**config.mk**
```make
export PLATFORM = sky130hd
export DESIGN_NAME = primos_seq
export DESIGN_NICKNAME = d
export VERILOG_FILES = /design/src/rtl/primos_seq.sv
export SDC_FILE = /design/constraint.sdc
export NUM_CORES = 1
export LEC_CHECK = 0
export ABC_AREA = 1
export BUFFER_PORTS_ARGS = -buffer_cell sky130_fd_sc_hd__buf_2
export CAP_MARGIN = 10
export CORE_ASPECT_RATIO = 1.4
export CORE_MARGIN = 2
export CORE_UTILIZATION = 59
export DETAILED_ROUTE_END_ITERATION = 10
export GPL_TIMING_DRIVEN = 0
export PLACE_DENSITY = 0.79
export SYNTH_ARGS = -nofsm -noshare
export SYNTH_HDL_FRONTEND = slang
export SYNTH_SLANG_ARGS = --single-unit
```
**constraint.sdc**
```tcl
create_clock -name clk -period 9.64 [get_ports clk]
set_input_delay 0.482 -clock clk [delete_from_list [all_inputs] [get_ports clk]]
set_output_delay 0.482 -clock clk [all_outputs]
set_load 0.005 [all_outputs]
```
**src/rtl/primos_seq.sv**
```systemverilog
// rtl/primos_seq.sv - sequential trial-division prime tester, one candidate divisor per clock.
// Optional PRIMOS_FACTOR_EN adds a 'factor' output holding the smallest divisor found.
module primos_seq #(
   parameter int WIDTH = 8
) (
   input  logic             clk,
   input  logic             rst,
   input  logic             start,
   input  logic [WIDTH-1:0] numero,
   output logic             busy,
   output logic             done,
`ifdef PRIMOS_FACTOR_EN
   output logic [WIDTH-1:0] factor,
`endif
   output logic             es_primo
);

   typedef enum logic [1:0] {IDLE, CHECK, DONE} state_t;

   state_t           state, state_nx;
   logic [WIDTH-1:0] n, d;
   logic [WIDTH-1:0] rem;
   logic [2*WIDTH-1:0] d_sq;
   logic             too_small, past_root, divides;

   // Square at full double width so the bound check can never wrap.
   assign d_sq      = {{WIDTH{1'b0}}, d} * {{WIDTH{1'b0}}, d};
   assign too_small = n < WIDTH'(2);
   assign past_root = d_sq > {{WIDTH{1'b0}}, n};
   assign divides   = rem == '0;
   assign busy      = state == CHECK;
   assign done      = state == DONE;

   always_comb begin
      rem = n;
      if (d != '0) rem = n % d;
   end

   always_comb begin
      state_nx = state;
      case (state)
         IDLE:    if (start) state_nx = CHECK;
         CHECK:   if (too_small || past_root || divides) state_nx = DONE;
         DONE:    state_nx = IDLE;
         default: state_nx = IDLE;
      endcase
   end

   always_ff @(posedge clk) begin
      if (rst) state <= IDLE;
      else     state <= state_nx;
   end

   always_ff @(posedge clk) begin
      if (rst) begin
         n        <= '0;
         d        <= '0;
         es_primo <= 1'b0;
`ifdef PRIMOS_FACTOR_EN
         factor   <= '0;
`endif
      end else begin
         case (state)
            IDLE: begin
               if (start) begin
                  n        <= numero;
                  d        <= WIDTH'(2);
                  es_primo <= 1'b0;
`ifdef PRIMOS_FACTOR_EN
                  factor   <= '0;
`endif
               end
            end
            CHECK: begin
               // Priority matters: the root bound is tested before divisibility.
               if (too_small) begin
                  es_primo <= 1'b0;
               end else if (past_root) begin
                  es_primo <= 1'b1;
               end else if (divides) begin
                  es_primo <= 1'b0;
`ifdef PRIMOS_FACTOR_EN
                  factor   <= d;
`endif
               end else begin
                  d <= d + 1'b1;
               end
            end
            default: ;
         endcase
      end
   end

endmodule

```
# Yosys cells after proc, flatten, opt, wreduce, memory -nomap -nowiden
# Index checks and enable logic that the tools add are counted.
# W data, S select, Z words.
[totals]
input_bits = 11
ff_bits = 19
out_inout_bits = 3
word_cells = 41
[op_classes]
n_eq_ne = 8
muxes = 14
n_reduce_logical = 10
n_lt_le_gt_ge = 2
div_mod_pow = 1
mul = 1
addsub = 1
[ops]
columns = ["cell", "n"]
rows = [
  ["$mux W8", 5],
  ["$gt A16 B8 Y1", 1],
  ["$mul A8 B8 Y16", 1],
  ["$pmux W8 S2", 1],
  ["$add A8 B1 Y8 const B", 1],
  ["$logic_not A8 Y1", 1],
  ["$lt A8 B2 Y1 const B", 1],
  ["$mod A8 B8 Y8", 1],
  ["$ne A2 B2 Y1 const B", 4],
  ["$reduce_bool A8 Y1", 1],
  ["$reduce_and A5 Y1", 1],
  ["$mux W1", 4],
  ["$mux W2", 2],
  ["$ne A4 B1 Y1 const B", 1],
  ["$pmux W2 S2", 1],
  ["$reduce_and A2 Y1", 2],
  ["$reduce_and A3 Y1", 1],
  ["$eq A2 B1 Y1 const B", 1],
  ["$eq A2 B2 Y1 const B", 1],
  ["$logic_not A2 Y1", 1],
  ["$logic_or A1 B1 Y1", 2],
  ["$ne A2 B1 Y1 const B", 1],
  ["$pmux W1 S2", 1],
  ["$reduce_bool A2 Y1", 1],
]

# Depth between registers and ports, before layout
[logic_depth]
depth_word = 7
ltp_mapped = 78
mapped_depth_nobuf = 78

# Worst setup path before layout
# No wires, ideal clock.
[synth_path]
path_type = "flip-flop to flip-flop"
start = "reg d[0]"
end = "reg d[0]"
synth_period_minus_slack_ns = 9.089
n_path_buf = 0
arrival_ns = 9.023
stages_incl_launch_ff = 72
t_required_ns = 9.574
setup_ns = 0.066
path_slack_ns = 0.551
path_cell_list = "dfxtp_1 -> inv_1 -> ha_1 -> nor2_1 -> nor2_1 -> nand3_1 -> nand2_1 -> inv_1 -> ha_1 -> o21ai_0 -> nand2_1 -> nand2_2 -> nand2_2 -> and2_1 -> ha_1 -> nand2_1 -> nand3_1 -> nand2_1 -> (+36 left out) -> o21ai_1 -> ha_1 -> nand3_1 -> nand2_1 -> a21oi_1 -> o21ai_0 -> nand2_1 -> nand2_1 -> nand2_1 -> nand2_1 -> xor2_1 -> nand3b_1 -> nand2_1 -> nand2_2 -> nand3_4 -> nand2_4 -> nand2_2 -> a21oi_2"
[synth_via]
elab_chain_len = 5
elab_cells_between_ends = 14
classes_between = "add/sub (1); mul (1); div (1); order compare (1); eq/ne (2); mux (5); reduce/logical (3)"
[synth_rtl]
columns = ["element", "line", "source"]
rows = [
  ["start, declared", "21", "logic [WIDTH-1:0] n, d;"],
  ["start signal, assigned", "86", "d <= d + 1'b1;"],
  ["$mod A8 B8 Y8 (tied with other cells)", "36", "if (d != '0) rem = n % d;"],
  ["$mux W8, on equally long branches", "36, 80", ""],
  ["$logic_not A8 Y1 / $mux W8 (equally long branches)", "30, 78", ""],
  ["$ne A2 B2 Y1 (no line) / $mux W8 (equally long branches)", "--", ""],
  ["$reduce_and A5 Y1 (no line) / $pmux W8 S2 (equally long branches)", "--", ""],
]
# Several ways; a longest one is shown, not always the timed one. The select of a mux whose other input is x is not followed.
# A chain may end at the register's enable or synchronous reset.

# Worst setup path in the final report
[layout_path]
start = "reg d[0]"
end = "reg d[1]"
# Same word-level chain as after synthesis.

==> metrics <==
ys flop type dfxtp_1; layout cells sized above 1 0.2442; Mapped Cells between 600 and 700; synthesized cell area roughly 4800 um^2; global router's overall resource usage 0.2732; antenna cells 0; clock tree buffer depth 2; Yosys top cell by area ha_1; clock sinks 19; share of flip-flops with an asynchronous set or reset 0; Syn Area/Cell roughly 7.0 um^2; synth top area cells ha_1 (20%), nand2_1 (12%), fa_1 (11%), inv_1 (8.6%), dfxtp_1 (7.9%); I/O pin cnt 14; Synth cell types between 40 and 50; Critical Path AT approximately 9500 ps; CP Capture Type flop; Via density 5.674; Crit path largest cell delay approximately 370 ps; commonest cells in the netlist nand2_1 (148), inv_1 (110), ha_1 (78); Core ar. 7845 um^2; via count 4704; Pins Over Slew Limit 0; outcome complete, but fails checks; MaxCap Viol Count 0; CP Max Fanout 8; Rel. slew slack 0.5395; CTS H-tree depth 1; Die Wd around 80 um; worst-margin pin slew between 600 and 700 ps; Initial Util 0.6115; number of synthesized register bits 19; Site Rows 38; worst endpoint required time around 10000 ps; clock slew at reported path FFs around 80 ps; Worst-Skew Late Latency around 270 ps; post-synth top area share 0.2034; Die Area about 8900 um^2; largest net degree at the start of global routing 14; final WL approximately 13000 um; Tcrit/Tclk final 0.9748; CTS tree built; Post-Layout Cell Count roughly 830; post-route ant nets 0; Max Fclk 106.4 MHz; placed cells approximately 800; port bufs 13; final hold vios 0; initial antenna violation count 0; detailed-placement wirelength estimate 9313 um; CTS root buf clkbuf_8; total gr overflow 0; failing checks design-rule violations; synthesis-to-layout area growth 17.81%; crit path kind flop to flop; Startpoint Class flop; Layout Nets 845; Worst path slowest cell dfxtp_4; number of CTS-inserted buffers 3; minimum clock period 9397 ps; most numerous cell in the Yosys netlist nand2_1; final setup TNS 0 ps; 1st-iter DRT viols 238; final setup fails 0; Post-synth EDFFs 0; Synthesized Nets around 810; first-pass GRT wire length between 15000 and 20000 um; Pre-antenna DRT Iters 8; Final Skew 1.888 ps; GPL Wtd Cong 0.9423; Die H ~110 um; DRC 1; WL per Instance roughly 15 um; Syn. warnings 0; Hold Crit Class flop to flop; part of the Yosys area used for sequential elements 0.07929; Place WS -946.7 ps; Final WS setup 243.0 ps; vias in the first global route between 4000 and 5000
final cells by class:
type                    instances  area (um^2)
multi-input cells             538         4352
fillers                       616         2193
inverters                     119        459.2
flip-flops and latches         19        384.1
repair buffers                 34        226.5
well taps                     100        125.1
plain buffers                  15        58.81
clock buffers                   3        41.29
clock inverters                 1        5.005
layer usage:
metal	part of all wire	vias up	track usage
met5	0	-	0
met2	0.56	127	0.5328
met3	0.026	42	0.01059
li1	-	2294	-
met4	0.035	0	0.09718
met1	0.38	2241	0.3014
per-stage QoR:
stage	utilization	hold WS [ps]	instance area, um^2
2_1_floorplan	-	463.3	4797
3_3_place_gp	0.6357	466.4	4987
3_5_place_dp	0.6357	475.0	4987
4_1_cts	0.6595	485.1	5174
5_1_grt	0.7204	512.4	5652
6_report	0.7204	484.3	5652
cell families (layout without fill, tap and decap cells):
family                   count (synthesis)  in the layout  synth area share
buffers and inverters                  134            172            0.1051
XOR/XNOR                                45             45           0.08216
AO/OA/AOI/OAI                           91             91            0.1145
AND/OR/NAND/NOR                        297            298            0.3070
flip-flops                              19             19           0.07929
adder cells (fa/ha/maj)                104            104            0.3119
worst max-delay path: cells and delay by family (launching register included):
family | cells | cell delay [ps]
xor+xnor | 2 | 290
fa+ha+maj | 8 | 2210
flops | 1 | 370
compound gates | 7 | 860
simple gates | 40 | 4790
buf+inv | 9 | 710
cells in the final DEF, fill, tap and decap left out, types with 2 or more instances in the layout:
cell / instances
nand2_1: 132
inv_1: 103
ha_1: 57
a21oi_1: 36
nor2_1: 34
nand3_1: 34
nand2_2: 30
xor2_1: 28
fa_1: 26
ha_4: 21
buf_4: 20
nand3_2: 18
dfxtp_1: 18
xnor2_1: 17
o21ai_0: 16
buf_2: 14
clkbuf_1: 13
a21oi_2: 13
inv_2: 11
nor2_2: 9
nand4_1: 9
o21ai_2: 7
nor3_1: 6
nand3_4: 4
and2_4: 4
or2_2: 3
o21ai_1: 3
o211ai_1: 3
clkbuf_8: 3
nor2_4: 2
nor3_4: 2
inv_4: 2
o21bai_1: 2
a21o_1: 2
clkinvlp_4: 2
timing repair:
action / 4_1_cts / 5_1_grt
endpoints found under the setup margin: 11 / 11
resized for setup: 15 / 72
pin swaps: 7 / 26
hold buffers: 0 / 0
gates cloned: 1 / 0
setup buffers: 8 / 13
state kept, by name, summed over array words and instances, names as in the netlist:
name	flops
state	2
es_primo	1
d	8
n	8
path summary, 6_finish.rpt:
check / cells after the start / startpoint / slack (ps) / to
setup reg to reg: 66 / d[0]$_SDFFE_PP0P_ / 240 / d[1]$_SDFFE_PP0P_
hold / removal: 2 / es_primo$_SDFFE_PP0P_ / 480 / es_primo$_SDFFE_PP0P_
setup / recovery: 66 / d[0]$_SDFFE_PP0P_ / 240 / d[1]$_SDFFE_PP0P_
hold reg to reg: 2 / es_primo$_SDFFE_PP0P_ / 480 / es_primo$_SDFFE_PP0P_
Power is not shown: default switching activity piles up to over one toggle a cycle in this logic, so the estimate is an artifact.
